$ cat src/rtl/axi_bw_regulator_pkg.sv
// Shared types and constants for the per-core AXI bandwidth regulator.
// Holds the counter width, the configuration bundle and the per-core reset-time defaults.
package axi_bw_regulator_pkg;

    localparam int unsigned BwRegCntWidth = 32;
    localparam int unsigned BwRegLenWidth = 8;
    localparam int unsigned BwRegNumCores = 4;

    localparam logic [BwRegCntWidth-1:0] BwRegDefaultPeriod = 32'd1000;
    localparam logic [BwRegCntWidth-1:0] BwRegDefaultBudget = 32'd256;

    typedef struct packed {
        logic                     en;
        logic [BwRegCntWidth-1:0] period;
        logic [BwRegCntWidth-1:0] budget;
    } bw_reg_cfg_t;

    // Core 0 gets the full default budget, the other cores half of it
    function automatic bw_reg_cfg_t bw_reg_default_cfg(input int unsigned core_idx);
        bw_reg_cfg_t cfg;
        cfg.en     = 1'b0;
        cfg.period = BwRegDefaultPeriod;
        if (core_idx == 32'd0) begin
            cfg.budget = BwRegDefaultBudget;
        end else begin
            cfg.budget = BwRegDefaultBudget >> 1;
        end
        return cfg;
    endfunction

endpackage

$ cat src/rtl/axi_bw_regulator_chan_gate.sv
// One AXI address channel gate: holds back new requests while the budget is empty,
// but never withdraws a valid that has already been presented downstream.
module axi_bw_regulator_chan_gate
    import axi_bw_regulator_pkg::*;
#(
    parameter int unsigned LenWidth = BwRegLenWidth
) (
    input  logic                clk_i,
    input  logic                rst_ni,
    input  logic                en_i,
    input  logic                budget_ok_i,
    input  logic                valid_i,
    output logic                ready_o,
    input  logic [LenWidth-1:0] len_i,
    output logic                valid_o,
    input  logic                ready_i,
    output logic [LenWidth:0]   beats_o
);

    logic r_lock;
    logic w_pass;
    logic w_hs;

    // Valid/ready gating and beat count of the current handshake
    always_comb begin
        w_pass  = ~en_i | r_lock | budget_ok_i;
        valid_o = valid_i & w_pass;
        ready_o = ready_i & valid_o;
        w_hs    = valid_o & ready_i;
        if (w_hs) begin
            beats_o = {1'b0, len_i} + {{LenWidth{1'b0}}, 1'b1};
        end else begin
            beats_o = {(LenWidth + 1){1'b0}};
        end
    end

    // Lock keeps an issued-but-unaccepted valid stable until its handshake
    always_ff @(posedge clk_i or negedge rst_ni) begin
        if (!rst_ni) begin
            r_lock <= 1'b0;
        end else if (w_hs) begin
            r_lock <= 1'b0;
        end else if (valid_o) begin
            r_lock <= 1'b1;
        end else begin
            r_lock <= r_lock;
        end
    end

endmodule

$ cat src/rtl/axi_bw_regulator.sv
// Per-core memory bandwidth regulator: limits AR/AW data beats per regulation period
// and reports throttling state and held-request statistics.
module axi_bw_regulator
    import axi_bw_regulator_pkg::*;
#(
    parameter int unsigned CntWidth = BwRegCntWidth,
    parameter int unsigned LenWidth = BwRegLenWidth,
    parameter int unsigned CoreIdx  = 0
) (
    input  logic                clk_i,
    input  logic                rst_ni,
    input  logic                en_i,
    input  logic [CntWidth-1:0] period_i,
    input  logic [CntWidth-1:0] budget_i,
    input  logic                ar_valid_i,
    output logic                ar_ready_o,
    input  logic [LenWidth-1:0] ar_len_i,
    output logic                ar_valid_o,
    input  logic                ar_ready_i,
    input  logic                aw_valid_i,
    output logic                aw_ready_o,
    input  logic [LenWidth-1:0] aw_len_i,
    output logic                aw_valid_o,
    input  logic                aw_ready_i,
    output logic                throttled_o,
    output logic [CntWidth-1:0] budget_left_o,
    output logic [CntWidth-1:0] stall_cycles_o
);

    localparam logic [CntWidth-1:0] CntZero = {CntWidth{1'b0}};
    localparam logic [CntWidth-1:0] CntOne  = {{(CntWidth - 1){1'b0}}, 1'b1};
    localparam logic [CntWidth-1:0] CntOnes = {CntWidth{1'b1}};

    if (CoreIdx >= BwRegNumCores) begin : g_core_idx_unmapped
    end

    logic [CntWidth-1:0] r_period_cnt;
    logic [CntWidth-1:0] r_period_q;
    logic [CntWidth-1:0] r_budget_left;
    logic [CntWidth-1:0] r_stall_cnt;

    logic [LenWidth:0]   w_ar_beats;
    logic [LenWidth:0]   w_aw_beats;
    logic [CntWidth-1:0] w_period_eff;
    logic [CntWidth-1:0] w_consumed;
    logic [CntWidth-1:0] w_base;
    logic [CntWidth-1:0] w_budget_nxt;
    logic                w_wrap;
    logic                w_stall;
    logic                w_budget_ok;

    assign w_budget_ok = (r_budget_left != CntZero);

    axi_bw_regulator_chan_gate #(
        .LenWidth (LenWidth)
    ) u_ar_gate (
        .clk_i       (clk_i),
        .rst_ni      (rst_ni),
        .en_i        (en_i),
        .budget_ok_i (w_budget_ok),
        .valid_i     (ar_valid_i),
        .ready_o     (ar_ready_o),
        .len_i       (ar_len_i),
        .valid_o     (ar_valid_o),
        .ready_i     (ar_ready_i),
        .beats_o     (w_ar_beats)
    );

    axi_bw_regulator_chan_gate #(
        .LenWidth (LenWidth)
    ) u_aw_gate (
        .clk_i       (clk_i),
        .rst_ni      (rst_ni),
        .en_i        (en_i),
        .budget_ok_i (w_budget_ok),
        .valid_i     (aw_valid_i),
        .ready_o     (aw_ready_o),
        .len_i       (aw_len_i),
        .valid_o     (aw_valid_o),
        .ready_i     (aw_ready_i),
        .beats_o     (w_aw_beats)
    );

    // Wrap detection and saturating next-budget computation
    always_comb begin
        if (r_period_q == CntZero) begin
            w_period_eff = CntOne;
        end else begin
            w_period_eff = r_period_q;
        end
        w_wrap     = (r_period_cnt >= (w_period_eff - CntOne));
        w_consumed = CntWidth'(w_ar_beats) + CntWidth'(w_aw_beats);
        // On a wrap the freshly sampled budget is the base, so no debt carries over
        if (w_wrap) begin
            w_base = budget_i;
        end else begin
            w_base = r_budget_left;
        end
        if (w_consumed >= w_base) begin
            w_budget_nxt = CntZero;
        end else begin
            w_budget_nxt = w_base - w_consumed;
        end
        w_stall = (ar_valid_i & ~ar_valid_o) | (aw_valid_i & ~aw_valid_o);
    end

    // Period counter, period latch and remaining budget; bypass parks the period
    // at zero so the first enabled cycle latches config from that cycle's inputs
    always_ff @(posedge clk_i or negedge rst_ni) begin
        if (!rst_ni) begin
            r_period_cnt  <= CntZero;
            r_period_q    <= CntZero;
            r_budget_left <= CntZero;
        end else if (!en_i) begin
            r_period_cnt  <= CntZero;
            r_period_q    <= CntZero;
            r_budget_left <= budget_i;
        end else if (w_wrap) begin
            r_period_cnt  <= CntZero;
            r_period_q    <= period_i;
            r_budget_left <= w_budget_nxt;
        end else begin
            r_period_cnt  <= r_period_cnt + CntOne;
            r_period_q    <= r_period_q;
            r_budget_left <= w_budget_nxt;
        end
    end

    // Saturating count of cycles where the regulator held a request back
    always_ff @(posedge clk_i or negedge rst_ni) begin
        if (!rst_ni) begin
            r_stall_cnt <= CntZero;
        end else if (w_stall && (r_stall_cnt != CntOnes)) begin
            r_stall_cnt <= r_stall_cnt + CntOne;
        end else begin
            r_stall_cnt <= r_stall_cnt;
        end
    end

    assign throttled_o    = en_i & ~w_budget_ok;
    assign budget_left_o  = r_budget_left;
    assign stall_cycles_o = r_stall_cnt;

endmodule

$ cat config.mk
export PLATFORM = sky130hd
export DESIGN_NAME = axi_bw_regulator
export DESIGN_NICKNAME = d
export VERILOG_FILES = /design/src/rtl/axi_bw_regulator_pkg.sv /design/src/rtl/axi_bw_regulator_chan_gate.sv /design/src/rtl/axi_bw_regulator.sv
export SDC_FILE = /design/constraint.sdc
export NUM_CORES = 1
export LEC_CHECK = 0
export CAP_MARGIN = 20
export CELL_PAD_IN_SITES_DETAIL_PLACEMENT = 1
export CELL_PAD_IN_SITES_GLOBAL_PLACEMENT = 1
export CORE_MARGIN = 2
export CORE_UTILIZATION = 50
export DETAILED_ROUTE_END_ITERATION = 7
export DONT_BUFFER_PORTS = 1
export GPL_ROUTABILITY_DRIVEN = 0
export GPL_TIMING_DRIVEN = 0
export PLACE_DENSITY_LB_ADDON = 0.08
export SYNTH_ARGS = -nofsm -noshare
export SYNTH_HDL_FRONTEND = slang
export SYNTH_HIERARCHICAL = 1
export SYNTH_SLANG_ARGS = --single-unit
$ cat constraint.sdc
create_clock -name clk_i -period 18.1 [get_ports clk_i]
set_input_delay 2.715 -clock clk_i [delete_from_list [all_inputs] [get_ports clk_i]]
set_output_delay 2.715 -clock clk_i [all_outputs]
set_load 0.02 [all_outputs]
==> metrics.md, run 1 <==
| Metric | Value |
|---|---|
| Via count | a little over 8000 |
| Average size of a mapped cell | between 8 and 9 µm² |
| Die Width | ~140 µm |
| Root buf cell | clkbuf_16 |
| Min cycle time layout | 9.51 ns |
| Post-CTS setup buffers | 0 |
| Yosys cell types | 72 |
| Share of post-route cells with drive strength above 1 | 6.50% |
| ANT nets after route | 0 |
| Hold_sp | u_aw_gate/r_lock$_DFFE_PN0P_ |
| CP max-delay cell | nor2_1 |
| Ranking of synthesized cells by area | dfrtp_1 36%, ha_1 7.7%, xnor2_1 7.6% |
| Share of power burned in registers | between 30% and 40% |
| CTS max path bufs | 2 |
| Main combinational cell family by area after synthesis | simple AND/OR/NAND/NOR gates |
| Die area | 0.0194 mm² |
| Total CTS buffers | 17 |
| DRC | 0 |
| Pwr Density | 137 mW/mm² |
| H-tree lvl count | 4 |
| Post-synthesis mux area share | 0.794% |
| R2R setup slack | 8.59 ns |
| First-pass DRT Iterations | 4 |
| Synthesized instance count | 1061 |
| Slew @ Worst Pin | between 1 and 1.5 ns |
| Post_cts resized | 0 |
| GRT Overall Usage | 29.6% |
| CTS tree | built |
| Core Area | 0.0180 mm² |
| Yosys warnings | 6 |
| Chip height | 139 µm |
| Final WL | around 28 mm |
| Largest net degree at the start of global routing | 131 |
| Critical Path RT | 18.42 ns |
| Compound-Gate Fraction of Synth Area | 13.7% |
| Post-Synth Simple-Gate Area | 27.1% |
| CP max FO | 10 |
| Port-buffer cells | 0 |
| Area of the multi-input gates | 0.00562 mm² |
| Crit path launch type | flop |
| Number of synthesized register bits | 130 |
| Adder-Cell Fraction of Synth Area | roughly 8.1% |
| Placed cell area | ~0.0094 mm² |
| Number of synthesized flops with an enable pin | 0 |
| Setup crit end kind | flop |
| Ports | 156 |
| Storage element area | 0.00325 mm² |
| First-pass GRT wire length | 46.1 mm |
| CP Data Arrival Time | ~9.8 ns |
| Initial antenna violation count | 1 |
| Outcome | completed |
| Worst R2R Start | r_period_q[11]$_DFFE_PN0P_ |
| Async SR Flop Fraction | between 90% and 100% |
| Site row count | 49 |
| Slew HR | 31.4% |
| Worst-Skew Late Latency | 0.43 ns |
| Area of the mapped netlist | 0.00914 mm² |
| Final #Nets | between 1000 and 1500 |
| Syn-to-layout area delta | 10.2% |
| Vias in the first global route | approximately 8900 |
| Endpoints failing hold | 0 |
| Most frequent CP cell | nor2_1 |
| FMAX | 105 MHz |
| Final setup viols | 0 |
| Hold Slack | 0.499 ns |
| Synth area leader | dfrtp_1 |
| Avg Vias per Cell | 6.22 |
| Post-route cell area | 0.0101 mm² |
| CTS Sinks | 130 |
| CTS hold repair buffers | 0 |
| Critical Path Max Stage Delay | 0.71 ns |
| XOR/XNOR Fraction of Synth Area | 11.8% |
| Peak supply drop | a little under 0.0001 V |
| Worst setup path class | flop to flop |
| Syn nets | 1206 |
| Worst Setup SP | r_period_q[11]$_DFFE_PN0P_ |
| Lkg Pwr | 4.08 nW |
| Total Power | about 0.0014 W |
| Worst Skew | 0.00963 ns |
| RSZ-0062 raised after global routing | false |
| Fin. max-slew vios | 0 |
| Top_reg_cell synth | dfrtp_1 |
| Net Sw Frac | 43.7% |
| Initial core utilization | 50.9% |
| Max-cap violations | 0 |
| Internal power | 0.000775 W |
| Hpwl dp | between 20 and 25 mm |
| Clock share of power | 27.7% |
| Routed len/inst | about 21 µm |
| Yosys top cell area share | between 30% and 40% |
| Post-route setup TNS | 0 ns |
| Share of the yosys chip area belonging to registers | a little over a third |
| Hold crit path type | flop to flop |
| Clk slew on worst S/H paths | about 0.060 ns |
| Final worst path period share | 52.6% |
| Total gr overflow | 0 |
| Combinational share of power | 41.2% |
| Filler Cells Inserted | approximately 2200 |
| DRT iter0 DRCs | a little over 400 |
| Sw power | 0.000602 W |
==> power by group through the flow <==
stage / sequential (W) / combinational, W / clock [W]
CTS: 0.000427 / 0.000563 / 0.000386
global placement: 0.000431 / 0.000541 / 0
detailed placement: 0.000432 / 0.000554 / 0
global route: 0.000433 / 0.000631 / 0.000398
finish: 0.000428 / 0.000567 / 0.000382
floorplan: 0.000411 / 0.000418 / 0
==> critical path, delay by kind of cell, from the launching register on <==
| kind | cells | cell delay, ns |
|---|---|---|
| compound gates | 9 | 2.88 |
| xor+xnor | 1 | 0.20 |
| simple gates | 12 | 3.49 |
| buf+inv | 3 | 0.93 |
| mux | 1 | 0.28 |
| flops | 1 | 0.44 |
| fa+ha+maj | 4 | 1.15 |
==> cell usage in the layout (no fill, tap or decap), types with 5 or more instances in the layout <==
cell	netlist	routed
nand2_1	143	143
dfrtp_1	130	130
nor2_1	92	92
xnor2_1	79	79
a21oi_1	73	73
ha_1	56	56
nand3_1	48	48
xor2_1	44	44
o21ai_0	44	44
nor3_1	35	35
nand4_1	33	33
or3_1	28	28
inv_1	27	27
nor4_1	25	25
clkbuf_1	18	18
clkbuf_16	0	17
a22o_1	16	16
and3_1	14	14
or4_1	13	13
buf_2	9	9
inv_6	0	8
and4_1	7	7
and2_1	7	7
o21bai_1	6	6
nand3b_1	5	5
o21a_1	5	5
mux2i_1	5	5
or2_2	5	5
o2bb2ai_1	5	5
==> metal layers <==
metal	GRT usage (%)	wire [µm]	share of wire, %	vias up
li1	-	-	-	3855
met1	36.8	11900	43	4161
met2	50.7	14000	50	166
met3	6.73	1250	4.5	43
met4	9.99	612	2.2	0
met5	0	0	0	-
==> synth_stat cells, drive strengths merged, types with 27 or more instances <==
library cell  instances
a21oi                75
dfrtp               130
ha                   56
inv                  30
nand2               144
nand3                52
nand4                33
nor2                 92
nor3                 36
nor4                 27
o21ai                44
or3                  28
xnor2                79
xor2                 44
==> logic make-up after synthesis <==
| family | after synthesis |
|---|---|
| fa+ha+maj | 58 |
| simple gates | 483 |
| flops | 130 |
| mux | 7 |
| buf+inv | 63 |
| xor+xnor | 123 |
| compound gates | 197 |
==> state kept, by name, summed over array words and instances, names as in the netlist <==
| signal | cells |
|---|---|
| r_period_cnt | 32 |
| budget_left_o | 32 |
| r_period_q | 32 |
| stall_cycles_o | 32 |
| u_aw_gate/r_lock | 1 |
| u_ar_gate/r_lock | 1 |
==> per-stage QoR <==
step / worst slack (ns) / std cells / utilization [%]
finish: 8.59 / 1323 / 56.0
global route: 8.02 / 1322 / 56.0
CTS: 8.71 / 1322 / 56.0
detailed placement: 8.75 / 1290 / 52.5
global placement: 8.88 / 1290 / 52.5
floorplan: 11.04 / 1061 / -
==> path summary, 6_finish.rpt <==
| path | end | cells past startpoint |
|---|---|---|
| worst max-delay path | budget_left_o[29]$_DFF_PN0_ | 30 |
| worst min-delay path | u_aw_gate/r_lock$_DFFE_PN0P_ | 1 |
| worst max register to register | budget_left_o[29]$_DFF_PN0_ | 30 |
| worst min register to register | u_aw_gate/r_lock$_DFFE_PN0P_ | 1 |
| max in group asynchronous | r_period_q[31]$_DFFE_PN0P_ | 0 |
| min in group asynchronous | r_period_q[14]$_DFFE_PN0P_ | 0 |
==> layout make-up <==
| type | count | share of cell area (%) |
|---|---|---|
| clock inverters | 15 | 2.16 |
| clock buffers | 17 | 4.23 |
| diodes | 1 | 0.0249 |
| plain buffers | 33 | 1.49 |
| flip-flops and latches | 130 | 32.3 |
| well taps | 229 | 2.85 |
| inverters | 30 | 1.12 |
| multi-input cells | 868 | 55.8 |
Note: power is estimated with default switching activity, not from simulation.
==> run 2, diff against run 1 <==
--- a/config.mk
+++ b/config.mk
@@ -9,7 +9,7 @@
 export CELL_PAD_IN_SITES_DETAIL_PLACEMENT = 1
 export CELL_PAD_IN_SITES_GLOBAL_PLACEMENT = 1
 export CORE_MARGIN = 2
-export CORE_UTILIZATION = 50
+export CORE_UTILIZATION = 49
 export DETAILED_ROUTE_END_ITERATION = 7
 export DONT_BUFFER_PORTS = 1
 export GPL_ROUTABILITY_DRIVEN = 0
==> constraint.sdc (replaced) <==
create_clock -name clk_i -period 9.2 [get_ports clk_i]
set_input_delay 1.38 -clock clk_i [delete_from_list [all_inputs] [get_ports clk_i]]
set_output_delay 1.38 -clock clk_i [all_outputs]
set_load 0.02 [all_outputs]
==> metrics.md, run 2 (synthesis results as in run 1) <==
| Metric | Value |
|---|---|
| Worst-Skew Late Latency | 0.43 ns (about the same) |
| Critical Path Max Stage Delay | 0.79 ns (+0.08 ns) |
| CP max FO | 10 (unchanged) |
| Site row count | 49 (unchanged) |
| Largest net degree at the start of global routing | 131 (unchanged) |
| Final #Nets | 1226 (+0.082%) |
| Most common cell after layout, fill and taps aside | nand2_1 |
| Core Area | 0.0181 mm² (+1.0%) |
| Initial antenna violation count | 0 (-1) |
| Top layer in use | met4 |
| Lkg Pwr | 4.05 nW (-0.78%) |
| Total gr overflow | 0 (unchanged) |
| Die area | 0.0198 mm² (+2.0%) |
| Avg Vias per Cell | 6.19 (-0.39%) |
| Routed len/inst | 21.5 µm (+2.7%) |
| Final setup viols | 0 (unchanged) |
| Worst Skew | 0.00970 ns (+0.0000749 ns) |
| ANT nets after route | 0 (unchanged) |
| Max-cap violations | 0 (unchanged) |
| Hold Slack | 0.498 ns (-0.00137 ns) |
| DRC | 0 (unchanged) |
| Placed cells | 1290 (unchanged) |
| Initial core utilization | 50.3% (-0.52 points) |
| Routed length on met2 | 14.3 mm (+2.4%) |
| Hpwl dp | 20.9 mm (+1.3%) |
| Critical Path RT | 9.54 ns (-8.88 ns) |
| First-pass DRT Iterations | 5 (+1) |
| Endpoints failing hold | 0 (unchanged) |
| Chip height | 141 µm (+0.99%) |
| Vias in the first global route | 8929 (+0.18%) |
| Final WS setup | 0.614 ns (-7.97 ns) |
| H-tree lvl count | 4 (unchanged) |
| DP Worst Slack | -0.192 ns (-8.94 ns) |
| Share of post-route cells with drive strength above 1 | 7.13% (+0.63 points) |
| Most frequent CP cell | nor2_1 |
| Final worst path period share | 93.3% (+41 points) |
| First-pass GRT wire length | 46.6 mm (+1.1%) |
| Ports | 156 (unchanged) |
| Die Width | 141 µm (+0.99%) |
| FMAX | 116 MHz (+11%) |
| CTS Sinks | 130 (unchanged) |
| Clk slew on worst S/H paths | 0.06 ns (about the same) |
| CTS max path bufs | 2 (unchanged) |
| Via count | 8199 (-0.32%) |
| CP Data Arrival Time | 8.93 ns (-0.90 ns) |
| Setup crit end kind | flop |
| Slew @ Worst Pin | 0.957 ns (-0.0612 ns) |
| Syn-to-layout area delta | 9.70% |
| Met3 wire length | 1.38 mm (+10%) |
| GRT Overall Usage | 29.6% (+0.045 points) |
| WL met1 | 12.3 mm (+3.3%) |
| CTS hold repair buffers | 0 (unchanged) |
| Peak supply drop | 0.000209 V (+110%) |
| CTS tree | built |
| Commonest non-fill, non-tap cells in the layout | 143 x nand2_1, 130 x dfrtp_1, 91 x nor2_1 |
| CP max-delay cell | o21ai_0 |
| Root buf cell | clkbuf_16 |
| Final WL | 28.5 mm (+2.8%) |
| Pwr Density | 265 mW/mm² (+94%) |
| RSZ-0062 raised after global routing | false |
| Fin. max-slew vios | 0 (unchanged) |
| Crit path launch type | flop |
| Outcome | completed |
| Min cycle time layout | 8.59 ns (-0.928 ns) |
| Total CTS buffers | 17 (unchanged) |
| Hold crit path type | flop to flop |
| Post-route insts no fill | 1324 (+0.076%) |
| Port-buffer cells | 0 (unchanged) |
| Slew HR | 35.5% (+4.1 points) |
| Worst setup path class | flop to flop |
| DRT iter0 DRCs | 381 (-6.6%) |
==> run 2: per-layer routing <==
| metal | vias up | track usage (%) |
|---|---|---|
| met5 | - | 0 |
| met3 | 44 | 6.63 |
| met4 | 0 | 8.26 |
| met1 | 4103 | 36.8 |
| li1 | 3856 | - |
| met2 | 196 | 51.9 |
==> run 2: final timing paths <==
path | start | to | slack [ns] | cells past startpoint
max in group asynchronous | rst_ni | budget_left_o[16]$_DFF_PN0_ | 8.33 | 0
setup / recovery | r_period_q[7]$_DFFE_PN0P_ | budget_left_o[27]$_DFF_PN0_ | 0.61 | 31
min in group asynchronous | rst_ni | budget_left_o[24]$_DFF_PN0_ | 0.65 | 0
hold reg to reg | u_aw_gate/r_lock$_DFFE_PN0P_ | u_aw_gate/r_lock$_DFFE_PN0P_ | 0.50 | 1
hold / removal | u_aw_gate/r_lock$_DFFE_PN0P_ | u_aw_gate/r_lock$_DFFE_PN0P_ | 0.50 | 1
setup reg to reg | r_period_q[7]$_DFFE_PN0P_ | budget_left_o[27]$_DFF_PN0_ | 0.61 | 31
==> run 2: report_power, final <==
part,switching [W],internal [W]
logic,0.000719,0.000428
registers,0.000199,0.000645
clock network,0.000304,0.000356
total,0.00122,0.00143
==> run 2: area by class of cell <==
| cell class | count | area (µm²) |
|---|---|---|
| repair buffers | 1 | 7.51 |
| multi-input cells | 868 | 5650 |
| fillers | 2179 | 8130 |
| flip-flops and latches | 130 | 3250 |
| diodes | 1 | 2.50 |
| inverters | 30 | 113 |
| clock inverters | 15 | 134 |
| clock buffers | 17 | 425 |
| plain buffers | 33 | 154 |
| well taps | 229 | 287 |
==> run 2: timing repair <==
| action | 4_1_cts | 5_1_grt |
|---|---|---|
| endpoints found under the setup margin | 31 | 32 |
| gates cloned | 0 | 0 |
| resized for setup | 2 | 8 |
| pin swaps | 0 | 1 |
| setup buffers | 0 | 1 |
==> run 2: critical path: cells and delay by family (launching register included) <==
family                   cells  cell delay [ns]
XOR/XNOR                     1             0.13
buffers and inverters        2             0.93
AND/OR/NAND/NOR             14             3.00
AO/OA/AOI/OAI               11             3.09
flip-flops                   1             0.46
adder cells (fa/ha/maj)      3             0.88
==> run 2: per-stage QoR <==
| stage | setup TNS [ns] | total power (W) | cell area, µm² | util [%] |
|---|---|---|---|---|
| 2_1_floorplan | 0 | 0.00163 | 9140 | - |
| 3_3_place_gp | -0.0437 | 0.00191 | 9420 | 51.9 |
| 3_5_place_dp | -1.41 | 0.00194 | 9420 | 51.9 |
| 4_1_cts | 0 | 0.00263 | 9990 | 55.0 |
| 5_1_grt | 0 | 0.00282 | 10000 | 55.2 |
| 6_report | 0 | 0.00265 | 10000 | 55.2 |
==> run 3, diff against run 2 <==
--- a/config.mk
+++ b/config.mk
@@ -5,6 +5,7 @@
 export SDC_FILE = /design/constraint.sdc
 export NUM_CORES = 1
 export LEC_CHECK = 0
+export ABC_CLOCK_PERIOD_IN_PS = 9200
 export CAP_MARGIN = 20
 export CELL_PAD_IN_SITES_DETAIL_PLACEMENT = 1
 export CELL_PAD_IN_SITES_GLOBAL_PLACEMENT = 1
==> results of run 3 <==
The final DEF is identical to that of run 2; final timing and power are the same.
